[src/rtl/hand_ctrl_pkg.sv]
// hand_ctrl_pkg: gesture and FSM enums shared by the gesture controller,
// plus the saturating move helper and the raw-code decoder.
package hand_ctrl_pkg;

  typedef enum logic [2:0] {
    NONE, UP, DOWN, LEFT, RIGHT, NEXT, PREV, CENTER
  } gesture_e;

  typedef enum logic [1:0] {
    IDLE, MOVE, HOLD
  } state_e;

  localparam int CW = 16;

  // Moves val by step towards 0 (dec) or towards max, clamping at the
  // end of the range; the sum carries one extra bit so it cannot wrap.
  function automatic logic [CW-1:0] clamp_move(
    input logic [CW-1:0] val,
    input logic [CW-1:0] step,
    input logic [CW-1:0] max,
    input logic          dec
  );
    logic [CW:0] sum;
    sum = {1'b0, val} + {1'b0, step};
    if (dec)
      return (val >= step) ? val - step : '0;
    return (sum > {1'b0, max}) ? max : sum[CW-1:0];
  endfunction

  // Codes 8..15 carry no meaning and collapse onto NONE.
  function automatic gesture_e to_gesture(input logic [3:0] code);
    return code[3] ? NONE : gesture_e'(code[2:0]);
  endfunction

endpackage

[src/rtl/hand_gesture_controller_debouncer.sv]
// gesture_debouncer: accepts a code once DEBOUNCE identical samples are seen.
// In: clk_in, rst_n_in, new_data_in, data_in[3:0], timeout_in. Out: accept_out, code_out.
module gesture_debouncer
  import hand_ctrl_pkg::*;
#(
  parameter int DEBOUNCE = 2
) (
  input  logic       clk_in,
  input  logic       rst_n_in,
  input  logic       new_data_in,
  input  logic [3:0] data_in,
  input  logic       timeout_in,
  output logic       accept_out,
  output gesture_e   code_out
);

  localparam int CNW = $clog2(DEBOUNCE + 1);
  localparam logic [CNW-1:0] DB = CNW'(DEBOUNCE);

  gesture_e       sample;
  gesture_e       cand;
  logic [CNW-1:0] cnt;
  logic [CNW-1:0] cnt_nxt;

  assign sample = to_gesture(data_in);

  always_comb begin
    cnt_nxt = CNW'(1);
    if (sample == cand)
      cnt_nxt = (cnt >= DB) ? DB : cnt + 1'b1;
  end

  // A timeout with no sample stands in for an accepted NONE.
  assign accept_out = new_data_in ? (cnt_nxt >= DB) : timeout_in;
  assign code_out   = new_data_in ? sample : NONE;

  always_ff @(posedge clk_in or negedge rst_n_in) begin
    if (!rst_n_in) begin
      cand <= NONE;
      cnt  <= '0;
    end else if (new_data_in) begin
      cand <= sample;
      cnt  <= cnt_nxt;
    end else if (timeout_in) begin
      cand <= NONE;
      cnt  <= '0;
    end
  end

endmodule

[src/rtl/hand_gesture_controller.sv]
// hand_gesture_controller: gesture codes -> clamped window offsets and filter mode.
// In: clk_in, rst_n_in, new_data_in, data_in. Out: h_offset, v_offset, filter_mode, update_out.
module hand_gesture_controller
  import hand_ctrl_pkg::*;
#(
  parameter int FRAME_WIDTH    = 240,
  parameter int FRAME_HEIGHT   = 320,
  parameter int WIN_WIDTH      = 131,
  parameter int WIN_HEIGHT     = 131,
  parameter int NUM_MODES      = 5,
  parameter int STEP_MIN       = 1,
  parameter int STEP_MAX       = 8,
  parameter int RAMP_COUNT     = 4,
  parameter int DEBOUNCE       = 2,
  parameter int TIMEOUT_CYCLES = 1_000_000
) (
  input  logic                            clk_in,
  input  logic                            rst_n_in,
  input  logic                            new_data_in,
  input  logic [3:0]                      data_in,
  output logic [$clog2(FRAME_WIDTH)-1:0]  h_offset,
  output logic [$clog2(FRAME_HEIGHT)-1:0] v_offset,
  output logic [$clog2(NUM_MODES)-1:0]    filter_mode,
  output logic                            update_out
);

  localparam int HW    = $clog2(FRAME_WIDTH);
  localparam int VW    = $clog2(FRAME_HEIGHT);
  localparam int MW    = $clog2(NUM_MODES);
  localparam int SW    = $clog2(STEP_MAX + 1);
  localparam int RW    = $clog2(RAMP_COUNT + 1);
  localparam int TW    = $clog2(TIMEOUT_CYCLES + 1);
  localparam int H_MAX = FRAME_WIDTH - WIN_WIDTH;
  localparam int V_MAX = FRAME_HEIGHT - WIN_HEIGHT;

  localparam logic [HW-1:0] H_CTR  = HW'(H_MAX / 2);
  localparam logic [VW-1:0] V_CTR  = VW'(V_MAX / 2);
  localparam logic [SW-1:0] S_MIN  = SW'(STEP_MIN);
  localparam logic [SW-1:0] S_MAX  = SW'(STEP_MAX);
  localparam logic [RW-1:0] R_LAST = RW'(RAMP_COUNT - 1);
  localparam logic [MW-1:0] M_LAST = MW'(NUM_MODES - 1);
  localparam logic [TW-1:0] T_LAST = TW'(TIMEOUT_CYCLES - 1);

  logic [TW-1:0] idle_cnt;
  logic          timeout;
  logic          acc;
  gesture_e      code;

  state_e        state, state_n;
  gesture_e      dir, dir_n;
  gesture_e      last, last_n;
  logic [SW-1:0] step, step_n;
  logic [RW-1:0] rep, rep_n;
  logic [HW-1:0] h_n;
  logic [VW-1:0] v_n;
  logic [MW-1:0] mode_n;
  logic [SW-1:0] mv;
  logic          same_dir;

  // A sample in the same cycle as the tick suppresses it.
  assign timeout = !new_data_in && (idle_cnt == T_LAST);

  always_ff @(posedge clk_in or negedge rst_n_in) begin
    if (!rst_n_in)
      idle_cnt <= '0;
    else if (new_data_in || timeout)
      idle_cnt <= '0;
    else
      idle_cnt <= idle_cnt + 1'b1;
  end

  gesture_debouncer #(
    .DEBOUNCE(DEBOUNCE)
  ) u_deb (
    .clk_in     (clk_in),
    .rst_n_in   (rst_n_in),
    .new_data_in(new_data_in),
    .data_in    (data_in),
    .timeout_in (timeout),
    .accept_out (acc),
    .code_out   (code)
  );

  assign same_dir = (state == MOVE) && (code == dir);
  assign mv       = same_dir ? step : S_MIN;

  always_comb begin
    state_n = state;
    dir_n   = dir;
    last_n  = last;
    step_n  = step;
    rep_n   = rep;
    h_n     = h_offset;
    v_n     = v_offset;
    mode_n  = filter_mode;
    if (acc) begin
      unique case (1'b1)
        (code == NONE): state_n = IDLE;
        (code inside {UP, DOWN, LEFT, RIGHT}): begin
          state_n = MOVE;
          dir_n   = code;
          step_n  = S_MIN;
          rep_n   = '0;
          if (same_dir) begin
            step_n = step;
            rep_n  = rep + 1'b1;
            // The move uses the old step; doubling applies afterwards.
            if (rep == R_LAST) begin
              rep_n  = '0;
              step_n = (step >= S_MAX) ? S_MAX : SW'(step << 1);
            end
          end
          unique case (code)
            UP:      v_n = VW'(clamp_move(CW'(v_offset), CW'(mv),
                                          CW'(V_MAX), 1'b1));
            DOWN:    v_n = VW'(clamp_move(CW'(v_offset), CW'(mv),
                                          CW'(V_MAX), 1'b0));
            LEFT:    h_n = HW'(clamp_move(CW'(h_offset), CW'(mv),
                                          CW'(H_MAX), 1'b1));
            default: h_n = HW'(clamp_move(CW'(h_offset), CW'(mv),
                                          CW'(H_MAX), 1'b0));
          endcase
        end
        default: begin
          state_n = HOLD;
          last_n  = code;
          // A held mode/recenter code acts only on its first acceptance.
          if (!(state == HOLD && code == last)) begin
            unique case (code)
              NEXT: mode_n = (filter_mode == M_LAST) ?
                             '0 : filter_mode + 1'b1;
              PREV: mode_n = (filter_mode == '0) ?
                             M_LAST : filter_mode - 1'b1;
              default: begin
                h_n    = H_CTR;
                v_n    = V_CTR;
                step_n = S_MIN;
              end
            endcase
          end
        end
      endcase
    end
  end

  always_ff @(posedge clk_in or negedge rst_n_in) begin
    if (!rst_n_in) begin
      state       <= IDLE;
      dir         <= NONE;
      last        <= NONE;
      step        <= S_MIN;
      rep         <= '0;
      h_offset    <= H_CTR;
      v_offset    <= V_CTR;
      filter_mode <= '0;
      update_out  <= 1'b0;
    end else begin
      state       <= state_n;
      dir         <= dir_n;
      last        <= last_n;
      step        <= step_n;
      rep         <= rep_n;
      h_offset    <= h_n;
      v_offset    <= v_n;
      filter_mode <= mode_n;
      update_out  <= (h_n != h_offset) || (v_n != v_offset) ||
                     (mode_n != filter_mode);
    end
  end

endmodule

[config.mk]
export PLATFORM = sky130hd
export DESIGN_NAME = hand_gesture_controller
export DESIGN_NICKNAME = d
export VERILOG_FILES = /design/src/rtl/hand_ctrl_pkg.sv /design/src/rtl/hand_gesture_controller_debouncer.sv /design/src/rtl/hand_gesture_controller.sv
export SDC_FILE = /design/constraint.sdc
export NUM_CORES = 1
export LEC_CHECK = 0
export ABC_CLOCK_PERIOD_IN_PS = 8800
export CAP_MARGIN = 20
export CELL_PAD_IN_SITES_DETAIL_PLACEMENT = 0
export CELL_PAD_IN_SITES_GLOBAL_PLACEMENT = 2
export CORE_MARGIN = 1.5
export CORE_UTILIZATION = 40
export DETAILED_ROUTE_END_ITERATION = 8
export PLACE_DENSITY_LB_ADDON = 0.1
export SYNTH_ARGS = -nofsm -noshare
export SYNTH_HDL_FRONTEND = slang
export SYNTH_HIERARCHICAL = 1
export SYNTH_SLANG_ARGS = --single-unit
[constraint.sdc]
create_clock -name clk_in -period 8.8 [get_ports clk_in]
set_input_delay 2.64 -clock clk_in [delete_from_list [all_inputs] [get_ports clk_in]]
set_output_delay 2.64 -clock clk_in [all_outputs]
set_load 0.05 [all_outputs]
==> results list <==
- In this run the tool buffered the top-level ports with 27 buffer cells.
- At the pin with the least slew margin, the transition time is 0.8397 ns.
- The number of max-slew violations in the final report was 0.
- Post-CTS Setup Bufs: 0
- Status: complete, no violations
- 28 I/O pins were placed.
- Clock-pin slew was measured on the worst setup and hold paths at 0.06 ns.
- Fraction of layout cells with a size suffix above 1: 10.13%
* Setup repair after global routing missed its margin: false
* CTS tree: built
- Largest cells by area after synthesis: dfrtp_1 (24%), ha_1 (5.1%), dfstp_2 (4.8%)
- CTS placed an instance of clkbuf_16 at the clock tree root.
* Count of cells along the worst hold path: 1
* Cell area after layout: 6112 um^2
- Pre-Repair DR Iteration Count: 5
- The count of nets left with antenna violations once routing finished came out at 0.
- Mean instance size in the synthesized netlist: 8.076 um^2
- After detailed routing, the average wire length per cell comes to 20.10 um.
- In this run the critical register-to-register path is launched from dir[1].
- The Yosys step of the flow raised 6 warnings.
- Fill cells in the final layout number 1341.
- The number of global-route vias before repair is 5149.
* Row count: 42
* Total routing resource utilization after global routing: 25.42%
* Total overflow reported by the global router: 0
- Summing all multi-input logic gate instances after layout gives 3586 um^2.
* Overall Power: 0.001403 W
* Relative max-transition margin: 42.57%
* Net total in the final layout: 719
- Number of failing hold endpoints at the final stage: 0
- The detailed router finished its first iteration with 350 violations.
- The clock drives 61 sinks.
* Tcrit/Tclk final: 85.20%
- Critical register-to-register path endpoint: update_out
- Number of H-tree levels: 3
- Proportion of synthesized chip area in sequential cells: 28.40%
- Compared with the post-synthesis result, the final layout area differs by 12.79%.
- Synthesis handed over a netlist of 671 instances.
* Initial antenna violation count: 0
- Largest driver fanout on the critical path: 9
- Total die area: 14260 um^2
* Number of distinct standard cells referenced by the synthesized netlist: 93
- Fmax: 133.4 MHz
- STA classifies the critical path endpoint as a register.
- Final critical-path required period: 7.498 ns
- In this run, CTS created clock tree buffers numbering 9.
- Power density of the placed cells: 229.5 nW/um^2
- After detailed routing, the number of remaining DRC violations is 0.
- The final layout contains routed wiring with a total length of 17430 um.
* Starting density of the core: 40.92%
* Flip-flop cell with the highest count after synthesis: dfrtp_1
* Synthesis-stage register bit count: 61
* Syn nets: 704
* Register area: 1539 um^2
- Chip Height: 119.4 um
- The path with the worst hold slack has its endpoint at last[2].
- The critical path is of the in -> reg type.
- Routed vias: 5285
- Smallest hold slack: 0.4726 ns
* Arrival time at the worst endpoint: 7.71 ns
- Maximum number of pins on one net before global-route repair: 62
- Routability cong.: 0.9644
- Cell taking the most area after synthesis: dfrtp_1
- After floorplanning, the core was sized to cover 13240 um^2.
- The number of antenna diodes in the final layout is 0.
- Commonest non-fill, non-tap cells in the layout: nand2_1 (68), nor2_1 (56), dfrtp_1 (51)
- Setup total negative slack on the finished layout was measured at 0 ns.
- Hold Crit Start: last[2]
* EDFF count, synth: 0
- Counting cells, the worst reg-to-reg path comes to 15.
- Number of buffers inserted by hold repair at cts: 0
* Maximum root-to-sink buffer count: 2
- Type of the tightest min-delay check: reg -> reg
* Drt via density: 6.096
* Leading cell type in the layout, fill and taps excluded: nand2_1
* PostCTS Resize Cnt: 0
- Summed over all cells, the static leakage comes to 2.482 nW.
* Setup slack, reg-to-reg: 4.13 ns
- Placed Instance Area: 5821 um^2
- Fraction of registers with async set/reset: 100.0%
* Post-synth top area share: 23.55%
* First-pass GRT wire length: 28070 um
* Clock Skew: 0.01096 ns
* Startpoint Class: input port
- IR analysis of the VDD net gives a maximum drop of 0.1003 mV.
- The floorplan step set the die width to 119.4 um.
* MaxCap Viol Count: 0
- At the worst endpoint, the required time is 9.01 ns.
- Summed over all nets, the half-perimeter wirelength after detailed placement is 12790 um.
- Cell area after synthesis: 5419 um^2
- Setup-violating endpoint count in the final report: 0
* Clk_lat worst skew: 0.34 ns
[worst max-delay path by stage]
stage	startpoint	endpoint	depth (start not counted)
finish	new_data_in	update_out	18
global route	new_data_in	update_out	18
CTS	new_data_in	update_out	18
detailed placement	new_data_in	update_out	18
global placement	new_data_in	update_out	18
floorplan	data_in[3]	update_out	19
[state kept, by name (all words and copies together), names as in the netlist, 2 cells and up]
name,count
u_deb/cand,3
v_offset,9
last,3
u_deb/cnt,2
h_offset,8
filter_mode,3
idle_cnt,20
rep,3
step,4
dir,3
state,2
[report_power, final]
part / total, W / switching, W / internal (W)
Clock: 0.000353 / 0.000134 / 0.000219
Combinational: 0.000605 / 0.000388 / 0.000216
Sequential: 0.000445 / 0.000107 / 0.000338
[critical path, stage by stage]
cell and delay, ns:
clkdlybuf4s50_1 0.51, and2b_1 0.22, and2_1 0.17, xnor2_1 0.17
nand3b_1 0.10, nor3_1 0.46, nand2_1 0.43, fa_1 0.60
or2_1 0.32, a2111oi_2 0.34, xnor2_1 0.24, nand2_1 0.14
o211ai_4 0.39, mux2i_1 0.23, o32ai_1 0.11, nor4b_2 0.32
o311a_1 0.21, nand4_1 0.09
[metal layers]
metal,part of all wire (%),track usage (%)
met5,0,0
met4,2.5,9.301
met3,5.7,4.167
met2,46,40.46
met1,46,34.83
[cells by family after synthesis]
kind of cell	count (synthesis)	share of synthesized area, %
simple gates	274	26.62
compound gates	198	25.95
buf+inv	70	5.426
flops	61	28.40
xor+xnor	34	5.495
fa+ha+maj	27	6.742
mux	7	1.362
[cell usage after synthesis (all sizes together) (4+ instances only)]
cell	instances
a21o	17
o31ai	8
ha	22
o22ai	4
a2111oi	4
o21ai	46
nor3	24
and2b	4
xnor2	20
clkbuf	20
nor2b	15
inv	38
a21oi	37
dfstp	10
and2	9
xor2	14
o311ai	4
nor2	57
nor4	7
and3	8
dfrtp	51
a31oi	13
or3	7
or4	5
a211oi	7
a21boi	4
buf	12
mux2i	4
nand3	23
nand4	13
nand2b	9
nand2	68
or2	8
o21a	4
o211ai	6
fa	4
[layout make-up]
cell class	instances	area share, %
clock buffers	10	3.746
clock inverters	6	1.024
multi-input cells	540	58.67
flip-flops and latches	61	25.18
inverters	38	2.334
repair buffers	36	5.445
well taps	176	3.603
[stage by stage]
| stage | utilization, % | setup WS (ns) | std cells |
|---|---|---|---|
| after floorplan | - | 1.643 | 671 |
| after global placement | 43.95 | 1.096 | 851 |
| after detailed placement | 43.95 | 1.043 | 851 |
| after CTS | 46.15 | 1.378 | 867 |
| after global routing | 46.15 | 1.003 | 867 |
| final | 46.15 | 1.302 | 867 |
Note: power is estimated with default switching activity, not from simulation.
